$ cat src/rtl/fetch_prefetch_queue_if.sv
// Fetch front-end bus: instruction-memory request/response, redirect/halt
// controls and the decode-side valid/ready handshake.
interface fetch_prefetch_queue_if #(
   parameter int unsigned DATA_W = 16,
   parameter int unsigned ADDR_W = 16,
   parameter int unsigned DEPTH  = 4
);
   localparam int unsigned CNT_W = $clog2(DEPTH) + 1;

   logic              imem_req_valid;
   logic              imem_req_ready;
   logic [ADDR_W-1:0] imem_req_addr;
   logic              imem_rsp_valid;
   logic [DATA_W-1:0] imem_rsp_data;
   logic              redirect;
   logic [ADDR_W-1:0] redirect_pc;
   logic              halt;
   logic              dec_valid;
   logic              dec_ready;
   logic [DATA_W-1:0] dec_instr;
   logic [ADDR_W-1:0] dec_pc;
   logic [ADDR_W-1:0] dec_pc_next;
   logic [CNT_W-1:0]  count;
   logic              proto_err;

   // Fetch unit side
   modport master (
      output imem_req_valid, imem_req_addr,
      input  imem_req_ready, imem_rsp_valid, imem_rsp_data,
      input  redirect, redirect_pc, halt,
      output dec_valid, dec_instr, dec_pc, dec_pc_next, count, proto_err,
      input  dec_ready
   );

   // Memory / pipeline side
   modport slave (
      input  imem_req_valid, imem_req_addr,
      output imem_req_ready, imem_rsp_valid, imem_rsp_data,
      output redirect, redirect_pc, halt,
      input  dec_valid, dec_instr, dec_pc, dec_pc_next, count, proto_err,
      output dec_ready
   );
endinterface

$ cat src/rtl/fetch_prefetch_queue.sv
// Instruction prefetch queue: issues in-order fetches against a variable
// latency memory, tags each request with its PC and buffers returned
// instructions for decode. Redirect flushes and drops in-flight responses.
module fetch_prefetch_queue #(
   parameter int unsigned       DATA_W   = 16,
   parameter int unsigned       ADDR_W   = 16,
   parameter int unsigned       DEPTH    = 4,
   parameter int unsigned       PC_INC   = 2,
   parameter logic [ADDR_W-1:0] RESET_PC = '0
) (
   input logic                    clk,
   input logic                    rst_n,
   fetch_prefetch_queue_if.master bus
);
   localparam int unsigned IDX_W = $clog2(DEPTH);
   localparam int unsigned CNT_W = IDX_W + 1;
   localparam int unsigned SUM_W = CNT_W + 1;

   logic [ADDR_W-1:0] fetch_pc_q, fetch_pc_d;
   logic [CNT_W-1:0]  outst_q, outst_d;
   logic [CNT_W-1:0]  drop_q, drop_d;
   logic [CNT_W-1:0]  wr_ptr_q, wr_ptr_d;
   logic [CNT_W-1:0]  rd_ptr_q, rd_ptr_d;
   logic [IDX_W-1:0]  tag_wr_q, tag_wr_d;
   logic [IDX_W-1:0]  tag_rd_q, tag_rd_d;
   logic              proto_err_q, proto_err_d;
   logic [DATA_W-1:0] instr_q [DEPTH];
   logic [ADDR_W-1:0] pc_q    [DEPTH];
   logic [ADDR_W-1:0] tag_q   [DEPTH];

   logic [CNT_W-1:0]  count_c;
   logic              credit_ok_c;
   logic              req_valid_c;
   logic              issue_c;
   logic              rsp_ok_c;
   logic              rsp_bad_c;
   logic              dec_valid_c;
   logic              push_c;
   logic              pop_c;

   // Occupancy, credit check and handshake qualifiers
   always_comb begin
      count_c     = wr_ptr_q - rd_ptr_q;
      credit_ok_c = (SUM_W'(count_c) + SUM_W'(outst_q)) < SUM_W'(DEPTH);
      req_valid_c = rst_n & ~bus.halt & ~bus.redirect & credit_ok_c;
      issue_c     = req_valid_c & bus.imem_req_ready;
      rsp_ok_c    = bus.imem_rsp_valid & (outst_q != '0);
      rsp_bad_c   = bus.imem_rsp_valid & (outst_q == '0);
      dec_valid_c = (count_c != '0);
      push_c      = rsp_ok_c & (drop_q == '0) & ~bus.redirect;
      pop_c       = dec_valid_c & bus.dec_ready & ~bus.redirect;
   end

   // Next-state for PC, credit counters and queue/tag pointers
   always_comb begin
      fetch_pc_d  = fetch_pc_q;
      outst_d     = outst_q + CNT_W'(issue_c) - CNT_W'(rsp_ok_c);
      drop_d      = drop_q;
      wr_ptr_d    = wr_ptr_q;
      rd_ptr_d    = rd_ptr_q;
      tag_wr_d    = tag_wr_q + IDX_W'(issue_c);
      tag_rd_d    = tag_rd_q + IDX_W'(rsp_ok_c);
      proto_err_d = proto_err_q | rsp_bad_c;
      if (bus.redirect) begin
         // every request still in flight belongs to the abandoned path
         fetch_pc_d = bus.redirect_pc;
         drop_d     = drop_q + outst_q - CNT_W'(rsp_ok_c);
         wr_ptr_d   = '0;
         rd_ptr_d   = '0;
      end else begin
         if (issue_c) fetch_pc_d = fetch_pc_q + ADDR_W'(PC_INC);
         if (rsp_ok_c && (drop_q != '0)) drop_d = drop_q - CNT_W'(1);
         if (push_c) wr_ptr_d = wr_ptr_q + CNT_W'(1);
         if (pop_c) rd_ptr_d = rd_ptr_q + CNT_W'(1);
      end
   end

   // Control state registers
   always_ff @(posedge clk or negedge rst_n) begin
      if (!rst_n) begin
         fetch_pc_q  <= RESET_PC;
         outst_q     <= '0;
         drop_q      <= '0;
         wr_ptr_q    <= '0;
         rd_ptr_q    <= '0;
         tag_wr_q    <= '0;
         tag_rd_q    <= '0;
         proto_err_q <= 1'b0;
      end else begin
         fetch_pc_q  <= fetch_pc_d;
         outst_q     <= outst_d;
         drop_q      <= drop_d;
         wr_ptr_q    <= wr_ptr_d;
         rd_ptr_q    <= rd_ptr_d;
         tag_wr_q    <= tag_wr_d;
         tag_rd_q    <= tag_rd_d;
         proto_err_q <= proto_err_d;
      end
   end

   // Queue storage and in-order PC tag FIFO
   always_ff @(posedge clk or negedge rst_n) begin
      if (!rst_n) begin
         for (int i = 0; i < DEPTH; i++) begin
            instr_q[i] <= '0;
            pc_q[i]    <= '0;
            tag_q[i]   <= '0;
         end
      end else begin
         if (push_c) begin
            instr_q[wr_ptr_q[IDX_W-1:0]] <= bus.imem_rsp_data;
            pc_q[wr_ptr_q[IDX_W-1:0]]    <= tag_q[tag_rd_q];
         end
         if (issue_c) tag_q[tag_wr_q] <= fetch_pc_q;
      end
   end

   assign bus.imem_req_valid = req_valid_c;
   assign bus.imem_req_addr  = fetch_pc_q;
   assign bus.dec_valid      = dec_valid_c;
   assign bus.dec_instr      = instr_q[rd_ptr_q[IDX_W-1:0]];
   assign bus.dec_pc         = pc_q[rd_ptr_q[IDX_W-1:0]];
   assign bus.dec_pc_next    = pc_q[rd_ptr_q[IDX_W-1:0]] + ADDR_W'(PC_INC);
   assign bus.count          = count_c;
   assign bus.proto_err      = proto_err_q;
endmodule
$ cat src/flat_wrapper.sv
// flat-port wrapper written by rule: the top's interface ports become plain ports
module fetch_prefetch_queue_flat 
#(
   parameter int unsigned       DATA_W   = 16,
   parameter int unsigned       ADDR_W   = 16,
   parameter int unsigned       DEPTH    = 4,
   parameter int unsigned       PC_INC   = 2,
   parameter logic [ADDR_W-1:0] RESET_PC = '0
)
  (clk, rst_n, bus_imem_req_valid, bus_imem_req_addr, bus_imem_req_ready, bus_imem_rsp_valid, bus_imem_rsp_data, bus_redirect, bus_redirect_pc, bus_halt, bus_dec_valid, bus_dec_instr, bus_dec_pc, bus_dec_pc_next, bus_count, bus_proto_err, bus_dec_ready);
  fetch_prefetch_queue_if #(.DATA_W(DATA_W), .ADDR_W(ADDR_W), .DEPTH(DEPTH)) bus_i ();
  input logic clk;
  input logic rst_n;
  output wire logic [$bits(bus_i.imem_req_valid)-1:0] bus_imem_req_valid;
  output wire logic [$bits(bus_i.imem_req_addr)-1:0] bus_imem_req_addr;
  input wire logic [$bits(bus_i.imem_req_ready)-1:0] bus_imem_req_ready;
  input wire logic [$bits(bus_i.imem_rsp_valid)-1:0] bus_imem_rsp_valid;
  input wire logic [$bits(bus_i.imem_rsp_data)-1:0] bus_imem_rsp_data;
  input wire logic [$bits(bus_i.redirect)-1:0] bus_redirect;
  input wire logic [$bits(bus_i.redirect_pc)-1:0] bus_redirect_pc;
  input wire logic [$bits(bus_i.halt)-1:0] bus_halt;
  output wire logic [$bits(bus_i.dec_valid)-1:0] bus_dec_valid;
  output wire logic [$bits(bus_i.dec_instr)-1:0] bus_dec_instr;
  output wire logic [$bits(bus_i.dec_pc)-1:0] bus_dec_pc;
  output wire logic [$bits(bus_i.dec_pc_next)-1:0] bus_dec_pc_next;
  output wire logic [$bits(bus_i.count)-1:0] bus_count;
  output wire logic [$bits(bus_i.proto_err)-1:0] bus_proto_err;
  input wire logic [$bits(bus_i.dec_ready)-1:0] bus_dec_ready;
  assign bus_imem_req_valid = bus_i.imem_req_valid;
  assign bus_imem_req_addr = bus_i.imem_req_addr;
  assign bus_i.imem_req_ready = bus_imem_req_ready;
  assign bus_i.imem_rsp_valid = bus_imem_rsp_valid;
  assign bus_i.imem_rsp_data = bus_imem_rsp_data;
  assign bus_i.redirect = bus_redirect;
  assign bus_i.redirect_pc = bus_redirect_pc;
  assign bus_i.halt = bus_halt;
  assign bus_dec_valid = bus_i.dec_valid;
  assign bus_dec_instr = bus_i.dec_instr;
  assign bus_dec_pc = bus_i.dec_pc;
  assign bus_dec_pc_next = bus_i.dec_pc_next;
  assign bus_count = bus_i.count;
  assign bus_proto_err = bus_i.proto_err;
  assign bus_i.dec_ready = bus_dec_ready;
  fetch_prefetch_queue #(.DATA_W(DATA_W), .ADDR_W(ADDR_W), .DEPTH(DEPTH), .PC_INC(PC_INC), .RESET_PC(RESET_PC)) u_core (.clk(clk), .rst_n(rst_n), .bus(bus_i));
endmodule
$ cat config.mk
export PLATFORM = sky130hd
export DESIGN_NAME = fetch_prefetch_queue_flat
export DESIGN_NICKNAME = d
export VERILOG_FILES = /design/src/rtl/fetch_prefetch_queue_if.sv /design/src/rtl/fetch_prefetch_queue.sv /design/src/flat_wrapper.sv
export SDC_FILE = /design/constraint.sdc
export NUM_CORES = 1
export LEC_CHECK = 0
export BUFFER_PORTS_ARGS = -buffer_cell sky130_fd_sc_hd__buf_4
export CORE_MARGIN = 2
export CORE_UTILIZATION = 50
export DETAILED_ROUTE_END_ITERATION = 16
export PLACE_DENSITY = 0.69
export SLEW_MARGIN = 20
export SYNTH_ARGS = -nofsm -noshare
export SYNTH_HDL_FRONTEND = slang
export SYNTH_SLANG_ARGS = --single-unit
$ cat constraint.sdc
create_clock -name clk -period 5.5 [get_ports clk]
set_input_delay 0.55 -clock clk [delete_from_list [all_inputs] [get_ports clk]]
set_output_delay 0.55 -clock clk [all_outputs]
set_load 0.01 [all_outputs]
After elaboration in Yosys (flattened, before gate mapping)
Index checks and enable logic that the tools add are counted.
{"block": "totals", "reg_bits": 225, "in_bits": 39, "out_inout_bits": 70, "elab_cells": 93}
{"block": "op_classes", "add_sub_neg": 13, "n_lt_le_gt_ge": 7, "mux": 24, "bitwise_logic": 17, "n_reduce_logical": 12}
{"operator": "$bwmux W64", "n": 3}
{"operator": "$mux W16", "n": 10}
{"operator": "$bmux W16 S2", "n": 3}
{"operator": "$demux W16 S2", "n": 2}
{"operator": "$add A16 B2 Y16 const B", "n": 2}
{"operator": "$mux W3", "n": 6}
{"operator": "$ge A3 B3 Y1 const B", "n": 4}
{"operator": "$not A2 Y3", "n": 4}
{"operator": "$and A1 B1 Y1", "n": 10}
{"operator": "$reduce_bool A3 Y1", "n": 3}
{"operator": "$reduce_bool A2 Y1", "n": 4}
{"operator": "$add A3 B1 Y3 const B", "n": 2}
{"operator": "$logic_not A3 Y1", "n": 2}
{"operator": "$lt A3 B1 Y1 const B", "n": 2}
{"operator": "$sub A3 B1 Y3", "n": 2}
{"operator": "$add A2 B1 Y2", "n": 2}
{"operator": "$add A3 B3 Y4", "n": 1}
{"operator": "$lt A4 B3 Y1 const B", "n": 1}
{"operator": "$add A3 B1 Y3", "n": 1}
{"operator": "$add A3 B3 Y3", "n": 1}
{"operator": "$logic_and A1 B1 Y1", "n": 3}
{"operator": "$sub A3 B1 Y3 const B", "n": 1}
{"operator": "$sub A3 B3 Y3", "n": 1}
{"operator": "$not A1 Y1", "n": 2}
{"operator": "$or A1 B1 Y1", "n": 1}

Depth between registers and ports, before layout
{"block": "logic_depth", "ltp_word": 7, "depth_mapped": 15, "ltp_nobuf": 13}

Worst setup path after synthesis
Ideal clock, no wire load.
{"block": "synth_path", "path_kind": "register to register", "from": "register u_core.rd_ptr_q[1]", "to": "register u_core.tag_q[37] in the netlist's numbering", "t_arrival_ns": 3.764, "required_time_ns": 5.375, "slack_ns": 1.612, "path_stages_with_launch": 14, "n_path_buf": 5, "cell_sequence": "dfrtp_1 > buf_2 > buf_2 > buf_2 > buf_1 > inv_1 > fa_1 > xnor3_1 > ha_1 > nor4b_4 > nand4_4 > nor3b_4 > buf_6 > mux2_2"}
{"block": "synth_via", "elab_chain_cells": 5}
{"element": "start: declaration", "line_no": "fetch_prefetch_queue.sv:23", "source": "logic [CNT_W-1:0] rd_ptr_q, rd_ptr_d;"}
{"element": "start signal: assignment", "line_no": "fetch_prefetch_queue.sv:94", "source": "rd_ptr_q <= rd_ptr_d;"}
{"element": "$sub A3 B3 Y3", "line_no": "fetch_prefetch_queue.sv:43", "source": "count_c = wr_ptr_q - rd_ptr_q;"}
{"element": "net bus_count[2]", "line_no": "flat_wrapper.sv:26", "source": "output wire logic [$bits(bus_i.count)-1:0] bus_count;"}
{"element": "$add A3 B3 Y4", "line_no": "fetch_prefetch_queue.sv:44", "source": "credit_ok_c = (SUM_W'(count_c) + SUM_W'(outst_q)) < SUM_W'(DEPTH);"}
{"element": "$lt A4 B3 Y1", "line_no": "fetch_prefetch_queue.sv:44"}
{"element": "$and A1 B1 Y1", "line_no": "fetch_prefetch_queue.sv:45", "source": "req_valid_c = rst_n & ~bus.halt & ~bus.redirect & credit_ok_c;"}
{"element": "$and A1 B1 Y1", "line_no": "fetch_prefetch_queue.sv:46", "source": "issue_c = req_valid_c & bus.imem_req_ready;"}
{"element": "end signal: indexed assignment", "line_no": "fetch_prefetch_queue.sv:114", "source": "if (issue_c) tag_q[tag_wr_q] <= fetch_pc_q;"}
{"element": "end: declaration", "line_no": "fetch_prefetch_queue.sv:29", "source": "logic [ADDR_W-1:0] tag_q [DEPTH];"}
The timed path passes the listed nets, and every way through them passes these cells.
A chain may end at the register's enable or synchronous reset.

Worst setup path after layout
{"block": "layout_path", "from": "register u_core.rd_ptr_q[0]", "to": "output bus_dec_pc_next[15]"}
{"block": "layout_via", "elab_chain_cells": 5}
{"element": "$not A2 Y3 (implied by the code)", "line_no": "fetch_prefetch_queue.sv:123", "source": "assign bus.dec_pc_next = pc_q[rd_ptr_q[IDX_W-1:0]] + ADDR_W'(PC_INC);"}
{"element": "$bmux W16 S2", "line_no": "fetch_prefetch_queue.sv:123"}
{"element": "$mux W16 (implied by the code) (2 in a row)", "line_no": "fetch_prefetch_queue.sv:123"}
{"element": "$add A16 B2 Y16", "line_no": "fetch_prefetch_queue.sv:123"}
{"element": "end: declaration", "line_no": "flat_wrapper.sv:25", "source": "output wire logic [$bits(bus_i.dec_pc_next)-1:0] bus_dec_pc_next;"}
Every way passes these cells. The select of a mux whose other input is x is not followed.

==> metrics.md <==
| Metric | Value |
|---|---|
| Status | `complete, no violations` |
| Synthesis warning total | `0` |
| Synth Register Bits | `225` |
| Pins Over Slew Limit | `0` |
| Routed vias | `6413` |
| CP Capture Type | `output pin` |
| Hold Slack | `10.76 ps` |
| Initial Util | `50.80%` |
| Antenna cell count | `0` |
| Area contributors post-synth | `dfrtp_1 53%, mux2_2 19%, mux4_2 10%, ha_1 2.1%, xnor2_1 1.4%` |
| Commonest non-fill, non-tap cell in the layout | `dfrtp_1` |
| P per Cell Area | `471.1 mW/mm^2` |
| Residual DRC | `0` |
| IO Count | `109` |
| Skew-Pair Late Insertion Delay | `510 ps` |
| Final hold viol count | `0` |
| Asr flop ratio synth | `100.0%` |
| Register area | `0.005633 mm^2` |
| Max-Cap Viols | `0` |
| Clk slew on worst S/H paths | `60 ps` |
| Initial DRC Count | `301` |
| Max_slew headroom | `38.63%` |
| Worst Setup Path Type | `reg -> out` |
| Place WS | `1655 ps` |
| I/O Buffers | `108` |
| CTS Buffer Depth | `3` |
| Syn Nets | `780` |
| Worst vdd ir | `0.0002387 V` |
| Commonest cells after routing, fill and taps aside | `223 x dfrtp_1, 184 x mux2_2, 113 x buf_4` |
| Post-Route WL | `22180 um` |
| Core Region | `0.02102 mm^2` |
| Primary FF master, synth | `dfrtp_1` |
| Mapped Cells | `720` |
| Tightest Pin Transition | `917.6 ps` |
| Routed WL per cell | `20.02 um` |
| Height of the die | `150.1 um` |
| Hold Crit Class | `in -> async` |
| Gp weighted congestion | `0.7958` |
| Netlist cell types | `50` |
| Global-route wire length before repair | `36880 um` |
| Initial antenna violation count | `0` |
| Fin cells | `1108` |
| Synthesized area | `0.01068 mm^2` |
| Die width | `150.1 um` |
| Cell taking the most area after synthesis | `dfrtp_1` |
| Vias in the first global route | `7120` |
| # setup viols final | `0` |
| Final nets | `875` |
| Final period utilization | `71.07%` |
| Die footprint | `0.02254 mm^2` |
| Critical Path AT | `3360 ps` |
| Multi-input gate area | `0.004731 mm^2` |
| Fmax | `255.8 MHz` |
| Share of layout cells above drive strength 1 | `48.50%` |
| Final worst slack | `1591 ps` |
| Syn Area/Cell | `14.83 um^2` |
| Root Buffer | `clkbuf_16` |
| Remaining Overflow, GRT | `0` |
| DRT antenna net count | `0` |
| Setup repair bufs after CTS | `0` |
| Crit-path max FO | `36` |
| Filler Cell Count | `1593` |
| Startpoint Class | `register` |
| Setup TNS | `0 ps` |
| Post-synth EDFFs | `0` |
| Vias per std cell | `5.788` |
| Static Leak | `5.923 nW` |
| Tmin final | `3909 ps` |
| TritonCTS sink count | `225` |
| Top cell type's share of synthesized area | `52.72%` |
| Post-CTS Resized | `0` |
| Power consumption | `0.005898 W` |
| Number of CTS-inserted buffers | `24` |
| Hold Buf Count CTS | `0` |
| Site Rows | `53` |
| RSZ-0062 raised after global routing | `no` |
| Gr usage total | `20.60%` |
| H-tree depth | `1` |
| 1st-pass router iterations | `6` |
| CTS tree | `built` |
| Dpl cells | `1064` |
| Layout area overhead | `17.22%` |
| Seq/Total Area, Yosys | `52.72%` |
| Critical Path RT | `4950 ps` |
| Setup Skew | `11.86 ps` |
| Largest net degree at the start of global routing | `88` |
| Dpl hpwl | `14600 um` |
==> kinds of logic (layout without fill, tap and decap cells) <==
| group | count (synthesis) | in the layout | synth area share (%) |
|---|---|---|---|
| adder cells (fa/ha/maj) | 21 | 21 | 2.671 |
| AO/OA/AOI/OAI | 41 | 41 | 2.859 |
| AND/OR/NAND/NOR | 95 | 95 | 5.577 |
| XOR/XNOR | 25 | 25 | 2.179 |
| buffers and inverters | 67 | 180 | 3.046 |
| flip-flops | 225 | 225 | 52.72 |
| multiplexers | 246 | 246 | 30.94 |
==> per-stage QoR <==
| stage | area (um^2) | utilization, % |
|---|---|---|
| finish | 12520 | 59.55 |
| global route | 12520 | 59.55 |
| CTS | 12500 | 59.47 |
| detailed placement | 11650 | 55.43 |
| global placement | 11650 | 55.43 |
| floorplan | 10680 | - |
==> state kept, by name (all words and copies together) (netlist names) <==
signal,cells
u_core.wr_ptr_q,3
u_core.bus.proto_err,1
u_core.pc_q,64
u_core.tag_rd_q,2
u_core.tag_q,64
u_core.rd_ptr_q,3
u_core.drop_q,3
u_core.instr_q,64
u_core.outst_q,3
u_core.tag_wr_q,2
u_core.bus.imem_req_addr,16
==> cell usage after synthesis (4+ instances only) <==
library cell,instances
inv_1,19
buf_2,22
nor4_1,6
a21oi_1,6
ha_1,18
nor2_1,13
or3_1,5
nand4_1,8
nand2_1,10
mux2i_1,5
mux2_2,184
buf_4,4
a221o_1,10
and2_1,5
xnor2_1,17
mux4_2,48
mux2_1,9
nand3_1,13
o21ai_0,6
clkbuf_1,16
a21o_1,6
xor2_1,7
o21bai_1,4
dfrtp_1,225
buf_6,4
nor3_1,12
==> final cells by class <==
| type | instances | area share (%) |
|---|---|---|
| well taps | 275 | 2.749 |
| inverters | 20 | 0.6097 |
| multi-input cells | 428 | 37.79 |
| clock inverters | 9 | 0.8496 |
| repair buffers | 116 | 7.066 |
| clock buffers | 35 | 5.937 |
| flip-flops and latches | 225 | 45.00 |
==> worst max-delay path, stage by stage (launching register included) <==
cell     delay [ps]
dfrtp_2         360
buf_4           570
mux4_2          500
ha_1            310
nand2_1          80
o22ai_1         410
nand4_1         230
xnor2_1         220
buf_4           150
==> per-layer routing <==
layer | track usage (%) | vias up | wire length [um]
met3 | 2.848 | 41 | 921
met2 | 35.43 | 162 | 11130
met5 | 0 | - | 0
met4 | 5.802 | 0 | 445
li1 | - | 2858 | -
met1 | 27.62 | 3352 | 9677
==> path summary, 6_finish.rpt <==
| kind | start | end | slack, ps | cells after the start |
|---|---|---|---|---|
| setup / recovery | u_core.rd_ptr_q[0] | bus_dec_pc_next[15] | 1590 | 8 |
| hold / removal | rst_n | u_core.instr_q[30] | 10 | 1 |
| setup reg to reg | u_core.wr_ptr_q[0] | u_core.tag_q[45] | 1670 | 10 |
| hold reg to reg | u_core.bus.proto_err | u_core.bus.proto_err | 470 | 1 |
| max in group asynchronous | rst_n | u_core.pc_q[7] | 4350 | 2 |
| min in group clk | bus_redirect_pc[2] | u_core.bus.imem_req_addr[2] | 260 | 3 |
==> power breakdown <==
group	internal (W)	leakage, nW	switching, W
clock	0.00103	0.425	0.000639
combinational	0.00104	2.48	0.000834
sequential	0.00203	3.02	0.000318
No activity file was read; power rests on OpenSTA's default activity.
